<file path="src/rtl/ifetch_queue.sv">
// Instruction prefetch queue: streams sequential words from instruction RAM into a
// small PC-tagged FIFO feeding decode; a redirect flushes and restarts fetch.
module ifetch_queue #(
  parameter int          DEPTH    = 4,
  parameter int          ADDR_W   = 14,
  parameter logic [31:0] RESET_PC = 32'h8000_0000
) (
  input  logic              clk,
  input  logic              resetn,
  input  logic              redirect_valid,
  input  logic [31:0]       redirect_pc,
  output logic              mem_req,
  output logic [ADDR_W-1:0] mem_addr,
  input  logic [31:0]       mem_data,
  output logic              out_valid,
  input  logic              out_ready,
  output logic [31:0]       out_instr,
  output logic [31:0]       out_pc,
  output logic              out_fault
);
  localparam int PTR_W = $clog2(DEPTH);
  localparam int CNT_W = $clog2(DEPTH + 1);

  logic [31:0]      fetch_pc_q, fetch_pc_d;
  logic [31:0]      pend_pc_q, pend_pc_d;
  logic             pend_q, pend_d;
  logic             halted_q, halted_d;
  logic [CNT_W-1:0] count_q, count_d;
  logic [PTR_W-1:0] rd_ptr_q, rd_ptr_d;
  logic [PTR_W-1:0] wr_ptr_q, wr_ptr_d;

  logic [31:0]      instr_mem [DEPTH];
  logic [31:0]      pc_mem    [DEPTH];
  logic             fault_mem [DEPTH];

  logic             wr_en;
  logic [PTR_W-1:0] wr_idx;
  logic [31:0]      wr_instr;
  logic [31:0]      wr_pc;
  logic             wr_fault;
  logic             push;
  logic             pop;

  assign mem_addr  = fetch_pc_q[ADDR_W-1:0];
  assign out_valid = (count_q != '0);
  assign out_instr = out_valid ? instr_mem[rd_ptr_q] : 32'h0;
  assign out_pc    = out_valid ? pc_mem[rd_ptr_q]    : 32'h0;
  assign out_fault = out_valid ? fault_mem[rd_ptr_q] : 1'b0;

  // An in-flight fetch reserves a slot, so the FIFO can never overflow.
  assign mem_req = resetn && !halted_q && !redirect_valid &&
                   ((int'(count_q) + int'(pend_q)) < DEPTH);

  always_comb begin
    fetch_pc_d = fetch_pc_q;
    pend_d     = 1'b0;
    pend_pc_d  = pend_pc_q;
    halted_d   = halted_q;
    count_d    = count_q;
    rd_ptr_d   = rd_ptr_q;
    wr_ptr_d   = wr_ptr_q;
    wr_en      = 1'b0;
    wr_idx     = wr_ptr_q;
    wr_instr   = mem_data;
    wr_pc      = pend_pc_q;
    wr_fault   = 1'b0;
    push       = pend_q && !redirect_valid;
    pop        = out_valid && out_ready && !redirect_valid;

    if (redirect_valid) begin
      fetch_pc_d = redirect_pc;
      rd_ptr_d   = '0;
      if (redirect_pc[1:0] != 2'b00) begin
        // Misaligned target: queue a lone fault marker and stop fetching.
        halted_d = 1'b1;
        wr_en    = 1'b1;
        wr_idx   = '0;
        wr_instr = 32'h0;
        wr_pc    = redirect_pc;
        wr_fault = 1'b1;
        wr_ptr_d = PTR_W'(1);
        count_d  = CNT_W'(1);
      end else begin
        halted_d = 1'b0;
        wr_ptr_d = '0;
        count_d  = '0;
      end
    end else begin
      if (mem_req) begin
        pend_d     = 1'b1;
        pend_pc_d  = fetch_pc_q;
        fetch_pc_d = fetch_pc_q + 32'd4;
      end
      if (push) begin
        wr_en    = 1'b1;
        wr_ptr_d = wr_ptr_q + PTR_W'(1);
      end
      if (pop) rd_ptr_d = rd_ptr_q + PTR_W'(1);
      count_d = count_q + CNT_W'(push) - CNT_W'(pop);
    end
  end

  always_ff @(posedge clk) begin
    if (!resetn) begin
      fetch_pc_q <= RESET_PC;
      pend_q     <= 1'b0;
      pend_pc_q  <= 32'h0;
      halted_q   <= 1'b0;
      count_q    <= '0;
      rd_ptr_q   <= '0;
      wr_ptr_q   <= '0;
    end else begin
      fetch_pc_q <= fetch_pc_d;
      pend_q     <= pend_d;
      pend_pc_q  <= pend_pc_d;
      halted_q   <= halted_d;
      count_q    <= count_d;
      rd_ptr_q   <= rd_ptr_d;
      wr_ptr_q   <= wr_ptr_d;
    end
  end

  // Storage is not cleared; outputs are gated by out_valid instead.
  always_ff @(posedge clk) begin
    if (resetn && wr_en) begin
      instr_mem[wr_idx] <= wr_instr;
      pc_mem[wr_idx]    <= wr_pc;
      fault_mem[wr_idx] <= wr_fault;
    end
  end
endmodule

</file>
<file path="config.mk">
export PLATFORM = sky130hd
export DESIGN_NAME = ifetch_queue
export DESIGN_NICKNAME = d
export VERILOG_FILES = /design/src/rtl/ifetch_queue.sv
export SDC_FILE = /design/constraint.sdc
export NUM_CORES = 1
export LEC_CHECK = 0
export BUFFER_PORTS_ARGS = -buffer_cell sky130_fd_sc_hd__buf_2
export CORE_UTILIZATION = 30
export DETAILED_ROUTE_END_ITERATION = 7
export GPL_TIMING_DRIVEN = 0
export HOLD_SLACK_MARGIN = 0.15
export PLACE_DENSITY = 0.47
export SLEW_MARGIN = 20
export SYNTH_ARGS = -nofsm -noshare
export SYNTH_HDL_FRONTEND = slang
export SYNTH_SLANG_ARGS = --single-unit
</file>
<file path="constraint.sdc">
create_clock -name clk -period 6.83 [get_ports clk]
set_input_delay 0.3415 -clock clk [delete_from_list [all_inputs] [get_ports clk]]
set_output_delay 0.3415 -clock clk [all_outputs]
set_load 0.005 [all_outputs]
</file>
# Yosys cells after proc, flatten, opt, wreduce, memory -nomap -nowiden
# Memories as Yosys holds them, arrays and structs flattened. A register that Yosys moved wholly into a read port is not among the register bits.
# Cells that the tools add are included.
# W data, S select, Z words.
[totals] register_bits=73 latchBits=0 ramBits=260 romBits=0 inputBits=68 out_inout_bits=81 elab_cells=63 memories=3
[op_classes] n_addsub=6 n_mul=0 n_div=0 magnitude_cmp=1 n_eq_ne=0 n_shift=0 n_mux=29 n_bitwise=2 n_reduce_logical=15
[memory_table] memory="instr_mem" depth=4 width=32 read_ports=1 rd_ports_with_merged_regs=1 wr=1 line_no="32" rtl="logic [31:0] instr_mem [DEPTH];"
[memory_table] memory="pc_mem" depth=4 width=32 read_ports=1 rd_ports_with_merged_regs=1 wr=1 line_no="33" rtl="logic [31:0] pc_mem [DEPTH];"
[memory_table] memory="fault_mem" depth=4 width=1 read_ports=1 rd_ports_with_merged_regs=1 wr=1 line_no="34" rtl="logic fault_mem [DEPTH];"
[op_table] op="$mux W32" n=8
[op_table] op="$add A32 B3 Y32 const B" n=1
[op_table] op="$mux W2" n=10
[op_table] op="$mux W1" n=10
[op_table] op="$logic_and A1 B1 Y1" n=7
[op_table] op="$reduce_bool A2 Y1" n=3
[op_table] op="$add A2 B1 Y2 const B" n=2
[op_table] op="$add A3 B1 Y4" n=1
[op_table] op="$lt A4 B3 Y1 const B" n=1
[op_table] op="$add A3 B1 Y3" n=1
[op_table] op="$mux W3" n=1
[op_table] op="$reduce_bool A3 Y1" n=1
[op_table] op="$sub A3 B1 Y3" n=1
[op_table] op="$logic_not A1 Y1" n=2
[op_table] op="$not A1 Y1" n=2
[op_table] op="$reduce_and A2 Y1" n=1
[op_table] op="$reduce_or A2 Y1" n=1

# Longest topological paths before layout
# Gate-level depths: netlist of the first run.
[logic_depth] word_depth=7 mapped_depth=11 depth_no_buf=10

# Least setup slack after synthesis of the first run
# OpenSTA, ideal clock, no wires.
[synth_timing] kind="input port to flip-flop" start="in redirect_valid" end="mem fault_mem[0], enable pin" setup_time_ns=0.509 arrival_time_ns=4.402 t_required_ns=6.321 path_slack_ns=1.919 stages=6 path_buffers=2 path_cell_list="clkbuf_1 inv_1 clkbuf_1 nand2_1 or3_1 a21oi_1"
[synth_via] elab_chain_len=7 elab_cells_between_ends=8 classes_between="mux: 5; reduce/logical: 3"
[synth_lines] item="start: declaration" line_no="10" rtl="input logic redirect_valid,"
[synth_lines] item="$logic_not A1 Y1" line_no="67" rtl="push = pend_q && !redirect_valid;"
[synth_lines] item="$logic_and A1 B1 Y1" line_no="67"
[synth_lines] item="$mux W1" line_no="94" rtl="if (push) begin"
[synth_lines] item="$mux W1" line_no="70" rtl="if (redirect_valid) begin"
[synth_lines] item="$logic_and A1 B1 Y1" line_no="125" rtl="if (resetn && wr_en) begin"
[synth_lines] item="$mux W1" line_no="125"
[synth_lines] item="$mux W1 (implied by the code)" line_no="128" rtl="fault_mem[wr_idx] <= wr_fault;"
[synth_lines] item="end: declaration" line_no="34"
# Parallel ways exist; a longest one is shown, timed or not.

# Final worst setup path of the first run
[layout_timing] start="in redirect_pc[0]" end="mem instr_mem[0][19], enable pin"
[layout_via] elab_chain_len=6 elab_cells_between_ends=8 classes_between="mux: 6; reduce/logical: 2"
[layout_lines] item="start: declaration" line_no="11" rtl="input logic [31:0] redirect_pc,"
[layout_lines] item="$reduce_bool A2 Y1 *" line_no="73" rtl="if (redirect_pc[1:0] != 2'b00) begin"
[layout_lines] item="$mux W1" line_no="73"
[layout_lines] item="$mux W1" line_no="70"
[layout_lines] item="$logic_and A1 B1 Y1" line_no="125"
[layout_lines] item="$mux W1" line_no="125"
[layout_lines] item="$mux W1 (implied by the code)" line_no="126" rtl="instr_mem[wr_idx] <= wr_instr;"
[layout_lines] item="end: declaration" line_no="32"
# Every way passes the cells marked *; elsewhere a longest branch is shown, timed or not.

==> impl_metrics.csv, run 1 <==
group,metric,value,unit
sta,rsz0062_at_grt,"false",
sta,max_freq,0.285,GHz
setup_path,critPathCaptureType,"flip-flop",
placed_design,place_ws,3.17,ns
setup_path,cp.required,7.13,ns
synth,async_flop_share,0,%
floorplan,die_width,217,um
synth,synth_mux_area_share,10.7,%
synth,syn_area,0.0139,sq mm
sta,layout_setup_ws,3.32,ns
final_layout,stdcell_area,0.0173,sq mm
sta,hold_ws,0.180,ns
synth,synth-seq-area-share,67.2,%
power,max-vdd-ir-drop,0.147,mV
placed_design,place_hpwl,25000,um
setup_path,path_class,"input port to flip-flop",
placed_design,dpl_cell_area,0.0157,sq mm
cts,cts-buffers-inserted,38,
cts,clk_latency,0.55,ns
synth,synth_fp_nets,1065,
setup_path,crit_fanout,16,
placed_design,place_congestion,0.799,
cts,numClockSinks,335,
worst_hold_path,hold_path_class,"input port to flip-flop",
placed_design,io_buffers,146,
drt,via_per_inst,4.68,
setup_path,cp.arrival,3.80,ns
final_layout,nNetsFinal,1305,
sta,drv_slew,0,
drt,via_count,8696,
sta,hold_viol_final,0,
cts,clkTransAtPathRegs,0.05,ns
floorplan,design.core.area,0.0455,sq mm
power,p_int,3620,uW
power,switching_share,22.1,%
sta,setup_viol,0,
global_route,grtUsageTotal,15.7,%
drt,drt_iter0_markers,468,
drt,firstDrtPassIters,5,
floorplan,ios,149,
synth,synth_edf_count,260,
final_layout,antenna_cells,0,
power,combinationalPowerShare,7.6,%
sta,period_share,51.4,%
drt,post_drt_wl_per_cell,19.4,um
final_layout,area_growth,24.9,%
floorplan,fp.dieArea,0.0471,sq mm
setup_path,ff2ff_setup_slack,3.87,ns
drt,drc_errors,0,
cts,cts_buffer_depth,3,
final_layout,fill_cells,4459,
global_route,grt_max_degree,40,
global_route,gr-total-overflow,0,
floorplan,rows,78,
synth,yosysWarnings,0,
power,power,4640,uW
synth,synth_seq_cells,335,
synth,synth_cell_types,55,
final_layout,regArea,0.00931,sq mm
power,power_density,268,mW/mm^2
cts,cts_root_buf,"clkbuf_16",
synth,synthAdderAreaFrac,0.506,%
power,switchingPower,1020,uW
sta,clock_skew,0.0168,ns
synth,synth_ff_type,"edfxtp_1",
synth,syn_avg_cell_area,14.0,sq um
final_layout,final_layout_size_suffix_gt1_share,24.1,%
drt,drt_wl_total,36200,um
final_layout,multi_input_area,0.00423,sq mm
synth,synth-xor-area-share,1.20,%
synth,synth_simple_gate_area_share,13.7,%
global_route,first_global_vias,8988,
cts,cts_htree_levels,2,
run_status,status,"finished, final reports clean",
power,clockPowerShare,43.3,%
sta,worst_slew_pin_slew,0.924,ns
global_route,grt_pass1_wl,55500,um
flow_run,cap_violations,0,
sta,slew_headroom,38.4,%
power,power_frac_seq,49.1,%
sta,post-route-min-period,3.51,ns
power,p_leak,0.00609,uW
floorplan,start_util,30.5,%
drt,ant_nets,0,
synth,synth_top_family_by_area,"simple AND/OR/NAND/NOR gates",
global_route,antenna_found_initial,0,
setup_path,cp-start-kind,"input port",
synth,syn_inst,992,
synth,synth_compound_area_share,4.19,%
cts,tritoncts,"built",
floorplan,die_h,217,um
[state kept, by name (all words and copies together) (netlist names), named ones only]
name,cells
count_q,3
fault_mem,4
fetch_pc_q,32
halted_q,1
instr_mem,128
pc_mem,128
pend_pc_q,32
pend_q,1
rd_ptr_q,2
wr_ptr_q,2
[path summary, 6_finish.rpt]
kind | startpoint | to | cells after the start
min reg2reg | pend_pc_q[27] | pend_pc_q[27] | 2
min | mem_data[3] | instr_mem[3][3] | 2
max | redirect_pc[0] | instr_mem[0][19] | 9
max reg2reg | count_q[1] | count_q[2] | 11
[per-layer routing]
| layer | vias to the layer above | part of all wire [%] | track usage (%) |
|---|---|---|---|
| met5 | - | 0 | 0 |
| met4 | 0 | 2.0 | 4.23 |
| met3 | 48 | 4.9 | 3.35 |
| met2 | 202 | 48 | 25.5 |
| met1 | 4301 | 45 | 21.2 |
| li1 | 4145 | - | - |
[final cells by class]
class	instances	area share, %
clock inverter	19	1.08
tap	600	4.34
timing repair buffer	200	8.36
clock buffer	49	5.97
multi-input combinational	578	24.4
sequential	335	53.8
buffer	70	1.84
inverter	9	0.195
[cells in the mapped netlist (12+ instances only)]
library cell,n,area (sq um)
dfxtp_1,75,1500
xnor2_1,14,123
clkbuf_1,48,180
nor2_1,21,78.8
buf_4,14,105
edfxtp_1,260,7810
o21ai_0,16,80.1
a21oi_1,50,250
a31oi_1,12,75.1
mux4_2,65,1460
nand2_1,205,769
and2_1,99,619
[cells by family (layout without fill, tap and decap cells)]
logic type	after synthesis	after routing
compound gates	99	99
xor+xnor	19	19
fa+ha+maj	5	5
buf+inv	79	347
flops	335	335
mux	67	67
simple gates	388	388
[placed cells by master (no fill, tap or decap), types with 16 or more instances in the layout]
cell	n
a21oi_1	49
and2_1	99
buf_2	147
clkbuf_1	56
clkbuf_16	39
dfxtp_1	75
dlygate4sd3_1	42
edfxtp_1	260
mux4_2	65
nand2_1	205
nor2_1	19
o21ai_0	16
[what timing repair did]
item / 4_1_cts / 5_1_grt
hold buffers: 42 / 0
setup endpoints to repair: 0 / 0
resized for setup: 0 / 0
hold endpoints to repair: 85 / 0
setup buffers: 0 / 0
[through the flow]
step | util [%] | instances | TNS [ns]
3_3_place_gp | 33.7 | 1738 | -209.85
6_report | 38.1 | 1860 | 0
4_1_cts | 38.1 | 1860 | 0
2_1_floorplan | - | 992 | 0
3_5_place_dp | 34.5 | 1750 | 0
5_1_grt | 38.1 | 1860 | 0
[critical path: stages]
cell	delay [ns]
dlygate4sd3_1	0.53
buf_2	0.15
o21ai_0	0.59
clkbuf_1	0.68
clkbuf_1	0.60
a21oi_4	0.31
buf_16	0.26
buf_16	0.16
buf_16	0.16
[power by group through the flow]
| stage | Combinational, uW | Sequential [uW] | Clock [uW] |
|---|---|---|---|
| after floorplan | 187 | 2310 | 0 |
| after global placement | 331 | 2320 | 0 |
| after detailed placement | 346 | 2320 | 0 |
| after CTS | 366 | 2280 | 2070 |
| after global routing | 395 | 2280 | 2140 |
| final | 354 | 2280 | 2010 |
(Power assumes the default switching activity.)
==> inputs of run 2 (changes only) <==
- clock period: 6.83 -> 3.5 ns (I/O delays scaled with it)
==> impl_metrics.csv, run 2 (synthesis results as in run 1) <==
group,metric,value,unit
power,p_int,6940,uW
setup_path,critPathCaptureType,"output port",
power,clockPowerShare,42.3,%
drt,via_count,8875,
cts,cts_htree_levels,2,
cts,tritoncts,"built",
sta,hold_viol_final,0,
floorplan,start_util,30.5,%
cts,hold_buffers,69,
setup_path,path_class,"flip-flop to output port",
setup_path,crit_path_frequent_cell,"buf_2",
global_route,antenna_found_initial,1,
drt,drt_wl_total,36200,um
power,combinationalPowerShare,8.0,%
global_route,grtUsageTotal,15.7,%
setup_path,cp.arrival,2.86,ns
global_route,first_global_vias,8954,
setup_path,crit_slowest_cell,"buf_1",
power,power_density,510,mW/mm^2
power,max-vdd-ir-drop,0.269,mV
final_layout,nNetsFinal,1332,
floorplan,design.core.area,0.0455,sq mm
final_layout,final_common_cell,"edfxtp_1",
setup_path,crit_fanout,10,
sta,setup_viol,0,
cts,cts_root_buf,"clkbuf_16",
drt,ant_nets,0,
cts,numClockSinks,335,
sta,post-route-min-period,3.03,ns
sta,slew_headroom,35.9,%
sta,rsz0062_at_grt,"false",
final_layout,fill_cells,4432,
power,p_leak,0.00615,uW
setup_path,cp-start-kind,"flip-flop",
placed_design,place_hpwl,25000,um
global_route,grt_max_degree,39,
flow_run,cap_violations,0,
global_route,gr-total-overflow,0,
final_layout,final_layout_size_suffix_gt1_share,23.4,%
power,power_frac_seq,49.8,%
final_layout,utilization,38.5,%
sta,max_freq,0.330,GHz
sta,drv_slew,0,
run_status,status,"finished, final reports clean",
floorplan,die_h,217,um
cts,clk_latency,0.53,ns
global_route,grt_pass1_wl,55100,um
floorplan,rows,78,
drt,drt_iter0_markers,556,
drt,post_drt_wl_per_cell,19.2,um
drt,via_per_inst,4.71,
floorplan,fp.dieArea,0.0471,sq mm
worst_hold_path,hold_path_class,"input port to flip-flop",
sta,worst_slew_pin_slew,0.961,ns
power,switchingPower,1990,uW
placed_design,place_congestion,0.795,
placed_design,io_buffers,146,
final_layout,area_growth,26.4,%
power,switching_share,22.2,%
floorplan,ios,149,
drt,firstDrtPassIters,4,
cts,clkTransAtPathRegs,0.06,ns
sta,clock_skew,0.0169,ns
floorplan,die_width,217,um
drt,drc_errors,0,
setup_path,slowest_delay,0.76,ns
cts,cts_buffer_depth,3,
setup_path,ff2ff_setup_slack,0.54,ns
final_layout,top_regs,"instr_mem (128), pc_mem (128)",
sta,layout_setup_ws,0.466,ns
sta,period_share,86.7,%
cts,post-cts-setup-buffers,0,
final_layout,mostFrequentLayoutCells,"260 x edfxtp_1, 205 x nand2_1, 147 x buf_2",
cts,post_cts_resize_count,0,
cts,cts-buffers-inserted,38,
setup_path,cp.required,3.32,ns
placed_design,place_ws,0.222,ns
setup_path,path_cells,"buf_2 > buf_1 > mux4_2 > and2_1 > buf_2",
final_layout,antenna_cells,0,
power,power,8930,uW
run 2: layout make-up:
cell class / count / area (sq um) / area share [%]
clock inverters: 9 / 71.3 / 0.407
well taps: 600 / 751 / 4.29
plain buffers: 70 / 318 / 1.81
repair buffers: 227 / 1700 / 9.71
clock buffers: 57 / 1100 / 6.28
flip-flops and latches: 335 / 9310 / 53.1
multi-input cells: 578 / 4230 / 24.2
inverters: 9 / 33.8 / 0.193
run 2: per-stage QoR:
step	hold WS [ns]	cells	cell area, sq um	setup TNS [ns]
6_report	0.301	1885	17500	0
5_1_grt	0.312	1885	17500	0
4_1_cts	0.268	1885	17500	0
3_5_place_dp	0.446	1750	15700	0
3_3_place_gp	0.442	1738	15400	-470.94
2_1_floorplan	0.317	992	13900	0
run 2: final timing paths:
path	from	to	depth (start not counted)
worst max-delay path	flip-flop	out_pc[23]	5
worst min-delay path	resetn	fetch_pc_q[2]	3
worst max register to register	count_q[1]	count_q[2]	11
worst min register to register	pend_pc_q[5]	pend_pc_q[5]	2
run 2: critical path, delay by kind of cell (launching register included):
kind / cells / cell delay [ns]
and+or+nand+nor: 1 / 0.17
DFF: 1 / 0.32
muxes: 1 / 0.63
buffers and inverters: 3 / 1.22
run 2: power groups by stage:
stage	Clock, uW	Sequential [uW]	Combinational [uW]
2_1_floorplan	0	4510	365
3_3_place_gp	0	4530	645
3_5_place_dp	0	4530	672
4_1_cts	3890	4440	737
5_1_grt	4020	4450	794
6_report	3770	4450	712
run 2: layer usage:
layer  GRT usage [%]  share of wire [%]  wire, um  vias up
li1                -                  -         -     4199
met1            21.4                 46     16700     4422
met2            25.5                 47     17200      203
met3            2.39                4.2      1520       51
met4            5.09                2.1       772        0
met5               0                  0         0        -
==> inputs of run 3 (changes only) <==
- ABC_AREA: default -> 1
- CORE_ASPECT_RATIO: default -> 1.2
- PLACE_DENSITY: 0.47 -> default
- PLACE_DENSITY_LB_ADDON: default -> 0.15
==> impl_metrics.csv, run 3 <==
group,metric,value,unit
setup_path,crit_start,"redirect_valid",
cts,post-cts-setup-buffers,0,
flow_run,cap_violations,0,
cts,cts_htree_levels,2,
synth,syn_avg_cell_area,9.72,sq um
drt,via_count,11209,
setup_path,crit_path_frequent_cell,"buf_6",
sta,setup_viol,0,
sta,post-route-min-period,3.03,ns
synth,synth_seq_cells,335,
sta,rsz0062_at_grt,"false",
final_layout,multi_input_area,0.00434,sq mm
synth,synth_fp_nets,1574,
global_route,grt_pass1_wl,65300,um
cts,clk_latency,0.52,ns
global_route,gr-total-overflow,0,
drt,firstDrtPassIters,5,
synth,syn_area,0.0146,sq mm
run_status,status,"finished, final reports clean",
setup_path,critPathCaptureType,"flip-flop",
setup_path,r2r-start,"count_q[1]",
global_route,antenna_found_initial,0,
worst_hold_path,min_from,"out_ready",
cts,clkTransAtPathRegs,0.06,ns
sta,max_freq,0.330,GHz
final_layout,stdcell_area,0.0183,sq mm
drt,drt_iter0_markers,694,
synth,syn_inst,1501,
worst_hold_path,min_to,"rd_ptr_q[1]",
synth,synth-seq-area-share,63.8,%
synth,yosysTopAreaCell,"edfxtp_1",
placed_design,dpl_cell_area,0.0165,sq mm
sta,period_share,86.5,%
sta,slew_headroom,29.5,%
sta,finalSetupTns,0,ns
floorplan,die_h,244,um
final_layout,mostFrequentLayoutCells,"355 x nor2_1, 260 x edfxtp_1, 199 x o21ai_0",
setup_path,crit_slowest_cell,"nor3_4",
setup_path,cp_num_cells,9,
final_layout,utilization,38.2,%
cts,cts-buffers-inserted,37,
placed_design,place_congestion,0.883,
setup_path,slowest_delay,0.74,ns
synth,yosys.cell_count.top_type,"nor2_1",
global_route,first_global_vias,10636,
final_layout,regArea,0.00931,sq mm
final_layout,final_common_cell,"nor2_1",
synth,synth_edf_count,260,
global_route,grt_max_degree,23,
final_layout,final_layout_size_suffix_gt1_share,16.1,%
worst_hold_path,hold_path_class,"input port to flip-flop",
synth,yosysWarnings,0,
synth,synth_ff_type,"edfxtp_1",
setup_path,rr_worst_depth,10,
floorplan,fp.dieArea,0.0495,sq mm
placed_design,place_hpwl,30900,um
global_route,grtUsageTotal,17.5,%
sta,hold_ws,0.190,ns
synth,synth.top_cells.by_count,"356 x nor2_1, 260 x edfxtp_1, 199 x o21ai_0",
floorplan,die_width,203,um
power,max-vdd-ir-drop,0.254,mV
setup_path,cp_top_family,"buffers and inverters",
setup_path,crit_fanout,12,
synth,async_flop_share,0,%
floorplan,rows,88,
drt,drt_wl_total,43600,um
floorplan,start_util,30.4,%
final_layout,fill_cells,4869,
power,power_density,508,mW/mm^2
drt,drc_errors,0,
sta,drv_slew,0,
worst_hold_path,min_path_cells,5,
cts,numClockSinks,335,
floorplan,ios,149,
final_layout,antenna_cells,0,
setup_path,cp.required,3.72,ns
setup_path,cp-start-kind,"input port",
final_layout,area_growth,25.7,%
floorplan,design.core.area,0.0480,sq mm
placed_design,io_buffers,146,
sta,worst_slew_pin_slew,1.05,ns
drt,post_drt_wl_per_cell,17.9,um
setup_path,ff2ff_setup_slack,0.47,ns
setup_path,r2r-end,"count_q[2]",
power,p_leak,0.00697,uW
synth,synth_cell_types,37,
drt,via_per_inst,4.61,
synth,synth_top_area_share,53.5,%
cts,cts_root_buf,"clkbuf_16",
setup_path,path_cells,"dlygate4sd3_1 > buf_6 > clkinv_4 > clkbuf_1 > a31oi_1 > nor3_4 > buf_16 > buf_6 > buf_8",
sta,hold_viol_final,0,
setup_path,cp.arrival,3.25,ns
cts,cts_buffer_depth,3,
final_layout,top_regs,"instr_mem (128), pc_mem (128)",
drt,ant_nets,0,
cts,tritoncts,"built",
final_layout,nNetsFinal,1848,
synth,synth.area.top_cells,"edfxtp_1 54%, dfxtp_1 10%, nor2_1 9.2%, o21ai_0 6.8%, nand2_1 4.3%",
setup_path,crit_buf_inv,7,
sta,clock_skew,0.0142,ns
setup_path,path_class,"input port to flip-flop",
run 3: layout make-up:
cell class                      instances  area share [%]
Buffer                                 98            2.78
Clock buffer                           48            5.39
Clock inverter                         17           0.942
Inverter                              123            2.57
Multi-Input combinational cell        945            23.7
Sequential cell                       335            50.8
Tap cell                              630            4.30
Timing Repair Buffer                  235            9.56
run 3: timing repair:
action,in CTS,in global routing
endpoints found under the hold margin,203,0
hold buffers,70,0
resized for setup,0,0
run 3: cells by family after synthesis:
family                     synth area share (%)
and+or+nand+nor                            15.9
AOI/OAI and AO/OA                          12.2
DFF                                        63.8
buffers and inverters                      6.73
xor gates and xnor gates                  0.781
adders and majority gates                 0.480
run 3: worst min-delay path, delay by kind of cell:
| kind | cells | cell delay, ns |
|---|---|---|
| simple gates | 2 | 0.17 |
| buf+inv | 2 | 0.23 |
| compound gates | 1 | 0.08 |
run 3: worst max-delay path by stage:
stage	to	slack, ns
finish	fault_mem[2]	0.47
global route	count_q[2]	0.22
CTS	out_pc[15]	0.31
detailed placement	count_q[2]	0.35
global placement	instr_mem[1][7]	-3.02
floorplan	fault_mem[2]	-0.38
run 3: through the flow:
stage               instances  setup slack [ns]  power, uW
floorplan                1501            -0.384       5090
global placement         2277             -3.02       5520
detailed placement       2296             0.347       5550
CTS                      2431             0.309       9420
global route             2431             0.223       9680
finish                   2431             0.474       9310
run 3: metal layers:
metal | global-route usage (%) | up-vias | share of wire [%]
met3 | 2.25 | 56 | 3.7
li1 | - | 5577 | -
met2 | 30.2 | 247 | 50
met5 | 0 | - | 0
met1 | 22.8 | 5329 | 44
met4 | 5.09 | 0 | 2.3
run 3: power breakdown:
group / total, uW / internal, uW / switching (uW)
Clock: 3800 / 2270 / 1530
Combinational: 987 / 356 / 631
Sequential: 4520 / 4450 / 68.8
Total: 9310 / 7080 / 2230
